==> src/rtl/scan_ctrl_pkg.sv <==
// scan_ctrl_pkg: state encoding and counter sizing shared by the scan test controller.
package scan_ctrl_pkg;
  typedef enum logic [2:0] {
    IDLE      = 3'd0,
    SHIFT_IN  = 3'd1,
    CAPTURE   = 3'd2,
    SHIFT_OUT = 3'd3,
    DONE      = 3'd4
  } state_t;
  function automatic int cnt_width(input int chain_len, input int capture_cycles);
    return $clog2((chain_len > capture_cycles ? chain_len : capture_cycles) + 1);
  endfunction
endpackage

==> src/rtl/scan_shreg.sv <==
// scan_shreg: shift register with parallel load, serial in at LSB and serial out from MSB.
module scan_shreg #(
  parameter int W = 4
) (
  input  logic         clk,
  input  logic         reset,
  input  logic         load,
  input  logic         shift,
  input  logic [W-1:0] d,
  input  logic         sin,
  output logic [W-1:0] q,
  output logic         sout
);
  logic [W:0] cat;
  assign cat  = {q, sin};
  assign sout = q[W-1];
  always_ff @(posedge clk or negedge reset)
    if (!reset) q <= '0;
    else if (load) q <= d;
    else if (shift) q <= cat[W-1:0];
endmodule

==> src/rtl/scan_test_ctrl.sv <==
// scan_test_ctrl: scan test initiator running shift-in, capture, shift-out and masked compare.
module scan_test_ctrl
  import scan_ctrl_pkg::*;
#(
  parameter int   CHAIN_LEN      = 4,
  parameter int   CAPTURE_CYCLES = 1,
  parameter logic FILL_BIT       = 1'b0
) (
  input  logic                 clk,
  input  logic                 reset,
  input  logic                 start,
  input  logic [CHAIN_LEN-1:0] pattern,
  input  logic [CHAIN_LEN-1:0] expected,
  input  logic [CHAIN_LEN-1:0] mask,
  output logic                 SE,
  output logic                 scan_in,
  input  logic                 scan_out,
  output logic                 busy,
  output logic                 done,
  output logic                 pass,
  output logic [CHAIN_LEN-1:0] response
);
  localparam int CW = cnt_width(CHAIN_LEN, CAPTURE_CYCLES);
  state_t               state;
  logic [CW-1:0]        cnt;
  logic [CHAIN_LEN-1:0] exp_l, mask_l, pat_unused;
  logic                 pass_en, accept, pat_msb, rsp_unused, last_sh, last_cap;
  assign accept   = state == IDLE && start;
  assign last_sh  = cnt == CW'(CHAIN_LEN - 1);
  assign last_cap = cnt == CW'(CAPTURE_CYCLES - 1);
  scan_shreg #(.W(CHAIN_LEN)) u_pat (
    .clk(clk), .reset(reset), .load(accept), .shift(state == SHIFT_IN),
    .d(pattern), .sin(1'b0), .q(pat_unused), .sout(pat_msb)
  );
  // Response register is cleared on accept and holds its captured value until the next test.
  scan_shreg #(.W(CHAIN_LEN)) u_rsp (
    .clk(clk), .reset(reset), .load(accept), .shift(state == SHIFT_OUT),
    .d({CHAIN_LEN{1'b0}}), .sin(scan_out), .q(response), .sout(rsp_unused)
  );
  assign SE      = state == SHIFT_IN || state == SHIFT_OUT;
  assign scan_in = state == SHIFT_IN ? pat_msb : state == SHIFT_OUT ? FILL_BIT : 1'b0;
  assign busy    = state != IDLE;
  assign done    = state == DONE;
  assign pass    = pass_en && ((response ^ exp_l) & mask_l) == '0;
  always_ff @(posedge clk or negedge reset)
    if (!reset) begin
      state   <= IDLE;
      cnt     <= '0;
      exp_l   <= '0;
      mask_l  <= '0;
      pass_en <= 1'b0;
    end else
      case (state)
        IDLE: if (start) begin
          state   <= SHIFT_IN;
          cnt     <= '0;
          exp_l   <= expected;
          mask_l  <= mask;
          pass_en <= 1'b0;
        end
        SHIFT_IN: begin
          cnt <= last_sh ? '0 : cnt + CW'(1);
          if (last_sh) state <= CAPTURE;
        end
        CAPTURE: begin
          cnt <= last_cap ? '0 : cnt + CW'(1);
          if (last_cap) state <= SHIFT_OUT;
        end
        SHIFT_OUT: begin
          cnt <= last_sh ? '0 : cnt + CW'(1);
          if (last_sh) begin
            state   <= DONE;
            pass_en <= 1'b1;
          end
        end
        default: state <= IDLE;
      endcase
endmodule

==> config.mk <==
export PLATFORM = sky130hd
export DESIGN_NAME = scan_test_ctrl
export DESIGN_NICKNAME = d
export VERILOG_FILES = /design/src/rtl/scan_ctrl_pkg.sv /design/src/rtl/scan_shreg.sv /design/src/rtl/scan_test_ctrl.sv
export SDC_FILE = /design/constraint.sdc
export NUM_CORES = 1
export LEC_CHECK = 0
export ABC_AREA = 1
export CAP_MARGIN = 30
export CORE_MARGIN = 1.5
export CORE_UTILIZATION = 48
export CTS_CLUSTER_DIAMETER = 100
export CTS_CLUSTER_SIZE = 10
export DETAILED_ROUTE_END_ITERATION = 10
export HOLD_SLACK_MARGIN = 0.15
export PLACE_DENSITY = 0.74
export SLEW_MARGIN = 20
export SYNTH_ARGS = -nofsm -noshare
export SYNTH_HDL_FRONTEND = slang
export SYNTH_SLANG_ARGS = --single-unit
==> constraint.sdc <==
create_clock -name clk -period 2.9 [get_ports clk]
set_input_delay 0.58 -clock clk [delete_from_list [all_inputs] [get_ports clk]]
set_output_delay 0.58 -clock clk [all_outputs]
set_load 0.01 [all_outputs]
Yosys cells after proc, flatten, opt, wreduce, memory -nomap -nowiden
Cells that the tools add are included.
{"block": "word_totals", "inputBits": 16, "regBits": 23, "word_cells": 52, "output_inout_bits": 9}
{"block": "classes", "bitwise": 2, "eq_ne": 9, "mux": 17, "add_sub_neg": 1, "reduce_logical": 16}
{"operator": "two-way mux 3 bit", "n": 7}
{"operator": "two-way mux 4 bit", "n": 4}
{"operator": "case mux 3 bit (4 select lines)", "n": 1}
{"operator": "== test 3 x 2 -> 1 bit (second input constant)", "n": 3}
{"operator": "case mux 3 bit (3 select lines)", "n": 1}
{"operator": "!= test 2 bit (second input constant)", "n": 4}
{"operator": "zero test 3 bit", "n": 2}
{"operator": "nonzero test 2 bit", "n": 3}
{"operator": "nonzero test 3 bit", "n": 2}
{"operator": "bitwise AND 4 bit", "n": 1}
{"operator": "zero test 4 bit", "n": 1}
{"operator": "AND reduction 2 bit", "n": 2}
{"operator": "AND reduction 4 bit", "n": 1}
{"operator": "bitwise XOR 4 bit", "n": 1}
{"operator": "adder 3 x 1 -> 3 bit (second input constant)", "n": 1}
{"operator": "== test 3 x 1 -> 1 bit (second input constant)", "n": 1}
{"operator": "== test 3 bit (second input constant)", "n": 1}
{"operator": "two-way mux 1 bit", "n": 3}
{"operator": "AND reduction 3 bit", "n": 1}
{"operator": "logical AND 1 bit", "n": 2}
{"operator": "case mux 1 bit (2 select lines)", "n": 1}
{"operator": "OR reduction 2 bit", "n": 1}
{"operator": "logical OR 1 bit", "n": 1}

Logic depth before layout (Yosys ltp)
Gate-level depths: netlist of the first run.
{"block": "logic_depth", "word_depth": 4, "mapped_depth": 7, "depth_no_buf": 7}

Cells and area by module
Synthesis of the first run repeated with hierarchy kept, for this count alone.
{"block": "hier_totals", "hier_cells": 154, "hier_area_um2": 1246.2}
{"module": "scan_test_ctrl", "seq_area_each_um2": 375.4, "instances": 1, "cells_per_inst": 108, "area_per_inst_um2": 875.8}
{"module": "scan_shreg", "seq_area_each_um2": 100.1, "instances": 2, "cells_per_inst": 23, "area_per_inst_um2": 185.2}

Worst setup path before layout of the first run
Ideal clock, no wire load.
{"block": "synth_path", "path_type": "register to output", "start": "reg u_rsp.q[2]", "end": "out pass", "path_buffers": 0, "setup_slack_ps": 1349, "required_ps": 2320, "path_stages_with_launch": 5, "t_arrival_ps": 971, "path_cell_list": "dfrtp_1 > or2_2 > nand3_1 > nand2_1 > nor2_1"}
{"block": "synth_via", "elab_chain_len": 4}
{"item": "from (decl)", "line": "scan_shreg.sv:11", "rtl": "output logic [W-1:0] q,"}
{"item": "from (signal assigned)", "line": "scan_shreg.sv:20", "rtl": "else if (shift) q <= cat[W-1:0];"}
{"item": "bitwise XOR 4 bit", "line": "scan_test_ctrl.sv:44", "rtl": "assign pass = pass_en && ((response ^ exp_l) & mask_l) == '0;"}
{"item": "bitwise AND 4 bit", "line": "scan_test_ctrl.sv:44"}
{"item": "zero test 4 bit", "line": "scan_test_ctrl.sv:44"}
{"item": "logical AND 1 bit", "line": "scan_test_ctrl.sv:44"}
{"item": "to (decl)", "line": "scan_test_ctrl.sv:20", "rtl": "output logic pass,"}
Every way passes these cells.

Worst setup path after layout of the first run
{"block": "layout_path", "start": "reg exp_l[3]", "end": "out pass"}
{"block": "layout_via", "elab_chain_len": 4}
{"item": "from (decl)", "line": "scan_test_ctrl.sv:26", "rtl": "logic [CHAIN_LEN-1:0] exp_l, mask_l, pat_unused;"}
{"item": "from (signal assigned)", "line": "scan_test_ctrl.sv:57", "rtl": "exp_l <= expected;"}
{"item": "bitwise XOR 4 bit", "line": "scan_test_ctrl.sv:44"}
{"item": "bitwise AND 4 bit", "line": "scan_test_ctrl.sv:44"}
{"item": "zero test 4 bit", "line": "scan_test_ctrl.sv:44"}
{"item": "logical AND 1 bit", "line": "scan_test_ctrl.sv:44"}
Every way passes these cells.

==> results of run 1 <==
[cell usage in the layout (no fill, tap or decap)]
master and n:
clkdlybuf4s50_1 24, nand3_2 1, o21ai_1 1, clkinv_2 1, or2_2 2, and3_1 1, inv_1 11, dfrtp_1 23
nand4_1 1, inv_2 4, nand3_4 1, o21ai_0 4, clkbuf_4 3, nand2_2 3, inv_4 1, ha_1 4
nand2_1 58, xor2_1 1, nor2_4 2, nand3_1 15, buf_4 1, nor2_1 9
[synth_stat cells, drive strengths merged]
library cell  instances
nor2                 11
and3                  1
o21ai                 5
dfrtp                23
or2                   2
buf                   3
ha                    4
xor2                  1
nand4                 1
nand3                17
inv                  16
nand2                61
[per-layer routing]
metal	share of wire	up-vias	GRT usage
met5	0	-	0
li1	-	503	-
met2	0.49	28	0.331
met4	0.020	0	0.111
met1	0.45	452	0.241
met3	0.040	6	0.0314
[flip-flops by register name, indices dropped and copies added (netlist names)]
| name | cells |
|---|---|
| mask_l | 4 |
| u_pat.q | 4 |
| cnt | 3 |
| exp_l | 4 |
| pass_en | 1 |
| u_rsp.q | 4 |
| state | 3 |
[final timing paths]
kind / endpoint / depth (start not counted) / slack, ps
setup / recovery: pass / 5 / 550
hold / removal: mask_l[0] / 2 / 500
setup reg to reg: mask_l[3] / 5 / 1610
hold reg to reg: mask_l[0] / 2 / 500
max in group asynchronous: u_pat.q[3] / 2 / 2070
min in group asynchronous: pass_en / 2 / 610
[power breakdown]
group          switching, mW  leakage (nW)  internal, mW
clock                 0.0970        0.0177        0.0515
combinational          0.388         0.447         0.293
sequential             0.110         0.290         0.461
[tightest hold or removal path, delay by kind of cell, from the launching register on]
| kind | cells | cell delay (ps) |
|---|---|---|
| simple gates | 2 | 120 |
| flops | 1 | 370 |
[kinds of logic (layout without fill, tap and decap cells)]
kind of cell	Yosys count	count (layout)	synth area share
AOI/OAI and AO/OA	5	5	0.0213
adders and majority gates	4	4	0.0427
xor gates and xnor gates	1	1	0.00747
buffers and inverters	19	45	0.0790
DFF	23	23	0.491
and+or+nand+nor	93	93	0.359
[final cells by class]
cell class / instances / area share
flip-flops and latches: 23 / 0.396
clock buffers: 3 / 0.0155
inverters: 16 / 0.0431
clock inverters: 1 / 0.00345
well taps: 28 / 0.0241
multi-input cells: 103 / 0.347
repair buffers: 25 / 0.171
==> results.yml, run 1 <==
floorplan:
  ios: 25
  die_h_um: 52.4
  initial_utilization: 0.520
  coreArea_mm2: 0.00225
  dieArea_mm2: 0.00275
  fp.dieW_um: 52.4
  num_rows: 17
cells_and_area:
  finalNonFillerCells: 199
  area_growth_pct: 23.9
  fin_area_mm2: 0.00145
  regArea_um2: 576
  nFillCells: 205
  fin_util: 0.644
  drive_above_1_share: 0.111
  final_nets: 192
  multi_input_area_um2: 504
  num_antenna_cells: 0
cts:
  hold_buffers: 0
  cts-resized-gates: 0
  h-tree-depth: 1
  path_clk_slew_ps: 130
  cts_sinks: 23
  post-cts-setup-buffers: 0
  clk_path_buf_depth: 2
  worst_skew_pair.late_latency_ps: 310
  cts-root-buf: "clkbuf_4"
  cts_tree: "done"
  cts_buffers: 3
timing:
  hold_viol: 0
  tns_ps: 0
  fin_crit_ps: 2350
  max_slew_margin: 0.808
  worst_pin_slew_ps: 287
  setup_viol: 0
  finClkSkew_ps: 5.17
  max_freq_mhz: 426
  rsz0062_at_grt: "false"
  fin_ws_ps: 550
  hold_slack_ps: 502
  min_period_over_period: 0.810
  maxSlewViolCount: 0
critical_path:
  endpoint_kind: "primary output"
  critPathBufInv: 1
  worst-setup-path-type: "register to primary output"
  worstSetupStartpoint: "exp_l[3]"
  path_delay_family: "buffers and inverters"
  cp.arrival_ps: 1770
  cp.required_ps: 2320
  cp_cell_sequence: "or2_2 -> nand3_1 -> nand3_1 -> nor2_1 -> clkdlybuf4s50_1"
  path_common_cell: "nand3_1"
  cp-start-kind: "register"
  crit_path_max_incr_delay_ps: 530
  cp_max_fo: 3
  slowest_stage: "clkdlybuf4s50_1"
  r2r_start: "state[2]"
hold_path:
  hold_path_startpoint: "mask_l[0]"
  min_path_type: "register to register"
yosys:
  synth_area_mm2: 0.00117
  synth_seq_cells: 23
  netlist.area_leader.share: 0.491
  synth.avg_cell_area_um2: 8.09
  synth_nets: 165
  yosys_warnings: 0
  yosysUniqueCellTypes: 20
  synth_area_leader_cell: "dfrtp_1"
  ys_seq_area_frac: 0.491
  syn_inst: 145
  synth_area_leaders: "dfrtp_1 (49%), nand2_1 (19%), nand3_1 (6.4%), ha_1 (4.3%), inv_1 (3.5%)"
placement:
  placed_cell_area_mm2: 0.00143
  gp_congestion: 0.836
  dp_slack_ps: 901
  dp_hpwl_um: 1680
  placed_cells: 195
  io_buffers: 24
global_route:
  grt_usage: 0.198
  grt_pass1_vias: 978
  grt_pass1_wl_um: 4020
  grt.overflow.total: 0
  grt_max_degree: 24
  grt_antenna_before_repair: 0
detailed_routing:
  drtIter0Drc: 22
  first_pass_iters: 4
  dr_total_vias: 989
  ant_nets: 0
  drcViolationCount: 0
  vias_per_cell: 4.97
  drt-total-wl_um: 2280
  wl_per_cell_um: 11.5
power:
  power_mw: 1.40
  p_per_area_mw_per_mm2: 964
  leakage_nw: 0.755
  peakVddDrop_uv: 475
outcome:
  status: "finished, final reports clean"
run:
  max_cap_violations: 0
(Power assumes the default switching activity.)
==> inputs of run 2 (changes only) <==
--- a/config.mk
+++ b/config.mk
@@ -8,12 +8,12 @@
 export ABC_AREA = 1
 export CAP_MARGIN = 30
 export CORE_MARGIN = 1.5
-export CORE_UTILIZATION = 48
+export CORE_UTILIZATION = 44
 export CTS_CLUSTER_DIAMETER = 100
 export CTS_CLUSTER_SIZE = 10
 export DETAILED_ROUTE_END_ITERATION = 10
 export HOLD_SLACK_MARGIN = 0.15
-export PLACE_DENSITY = 0.74
+export PLACE_DENSITY = 0.71
 export SLEW_MARGIN = 20
 export SYNTH_ARGS = -nofsm -noshare
 export SYNTH_HDL_FRONTEND = slang
==> constraint.sdc (replaced) <==
create_clock -name clk -period 2 [get_ports clk]
set_input_delay 0.4 -clock clk [delete_from_list [all_inputs] [get_ports clk]]
set_output_delay 0.4 -clock clk [all_outputs]
set_load 0.01 [all_outputs]
==> run 2 against run 1 <==
Compared with the run above: sequential cell count unchanged; sequential share of layout area decreased by 1.2 points; clock power increased by 43%.
==> results.yml, run 2 (synthesis results as in run 1) <==
cts:
  clk_path_buf_depth: 2
  path_clk_slew_ps: 120
  cts_sinks: 23
  cts_tree: "done"
  h-tree-depth: 1
  cts_buffers: 3
  worst_skew_pair.late_latency_ps: 310
  cts-root-buf: "clkbuf_4"
  hold_buffers: 0
detailed_routing:
  first_pass_iters: 6
  ant_nets: 0
  dr_total_vias: 976
  drtIter0Drc: 15
  vias_per_cell: 4.71
  drt-total-wl_um: 2250
  drcViolationCount: 0
  wl_per_cell_um: 10.9
power:
  p_per_area_mw_per_mm2: 1390
  peakVddDrop_uv: 1000
  leakage_nw: 0.809
global_route:
  grt_pass1_wl_um: 3700
  grt_max_degree: 24
  grt_antenna_before_repair: 0
  grt_pass1_vias: 882
  grt_usage: 0.172
  grt.overflow.total: 0
placement:
  dp_hpwl_um: 1670
  io_buffers: 24
  placed_cells: 198
  placed_cell_area_mm2: 0.00144
  gp_congestion: 0.788
floorplan:
  ios: 25
  dieArea_mm2: 0.00298
  fp.dieW_um: 54.6
  coreArea_mm2: 0.00250
  die_h_um: 54.6
  num_rows: 18
  initial_utilization: 0.469
cells_and_area:
  num_antenna_cells: 0
  fin_area_mm2: 0.00150
  regArea_um2: 577
  final_nets: 198
  nFillCells: 238
  final_common_cell: "nand2_1"
  mostFrequentLayoutCells: "nand2_1 (58), dfrtp_1 (22), clkdlybuf4s50_1 (21), nand3_1 (15), inv_1 (11)"
  multi_input_area_um2: 504
  drive_above_1_share: 0.147
  finalNonFillerCells: 207
  area_growth_pct: 28.1
  fin_util: 0.601
run:
  max_cap_violations: 0
timing:
  maxSlewViolCount: 0
  tns_ps: 0
  hold_slack_ps: 419
  finClkSkew_ps: 4.07
  setup_viol: 0
  hold_viol: 0
  fin_crit_ps: 1950
  max_freq_mhz: 512
  worst_pin_slew_ps: 290
  min_period_over_period: 0.977
  max_slew_margin: 0.807
critical_path:
  path_delay_family: "buffers and inverters"
  crit_cells: 4
  worstRegToRegCells: 7
  endpoint_kind: "primary output"
  worst-setup-path-type: "register to primary output"
  critPathBufInv: 2
  cp_cell_sequence: "buf_4 -> nor2_4 -> nand2_1 -> clkdlybuf4s50_1"
  slowest_stage: "clkdlybuf4s50_1"
  r2r_start: "state[2]"
  worstSetupStartpoint: "state[2]"
  cp_max_fo: 3
  cp-start-kind: "register"
  crit_path_max_incr_delay_ps: 470
  cp.arrival_ps: 1550
  cp.required_ps: 1600
hold_path:
  min_path_type: "primary input to async pin"
outcome:
  status: "finished, final reports clean"
-- run 2: changes by cell type in the layout (fill, tap and decap cells not counted), sizes merged --
cell           delta
dlymetal6s2s      +1
buf               +6
clkdlybuf4s50     -3
dlygate4sd2       +2
-- run 2: through the flow --
stage               total power [mW]  setup WS, ps
finish                          2.08          46.8
global route                    2.27         -6.82
CTS                             2.07         -13.2
detailed placement              1.83           171
global placement                1.79           179
floorplan                       1.49           629
-- run 2: layer usage --
| layer | part of all wire | routed length [um] | vias up | track usage |
|---|---|---|---|---|
| met5 | 0 | 0 | - | 0 |
| met4 | 0 | 0 | 0 | 0.0250 |
| met3 | 0.044 | 98 | 0 | 0.0574 |
| met2 | 0.49 | 1100 | 20 | 0.280 |
| met1 | 0.47 | 1050 | 445 | 0.227 |
| li1 | - | - | 511 | - |
-- run 2: where the power goes --
| part | internal [mW] | switching, mW | leakage, nW |
|---|---|---|---|
| logic | 0.476 | 0.576 | 0.503 |
| registers | 0.669 | 0.147 | 0.289 |
| clock network | 0.0747 | 0.138 | 0.0177 |
-- run 2: area by class of cell --
class / instances / share of cell area
Clock buffer: 3 / 0.0150
Clock inverter: 1 / 0.00333
Inverter: 16 / 0.0417
Multi-Input combinational cell: 103 / 0.336
Sequential cell: 23 / 0.384
Tap cell: 30 / 0.0250
Timing Repair Buffer: 31 / 0.195
-- run 2: timing repair --
item	4_1_cts	5_1_grt
pin swaps	0	1
buffers inserted	3	2
gates resized for setup	3	1
endpoints found under the setup margin	3	2
-- run 2: final timing paths --
kind | endpoint | slack [ps]
max | busy | 50
min | u_pat.q[2] | 420
max reg2reg | u_pat.q[2] | 550
min reg2reg | mask_l[0] | 500
max in group asynchronous | state[2] | 1330
min in group clk | mask_l[0] | 500
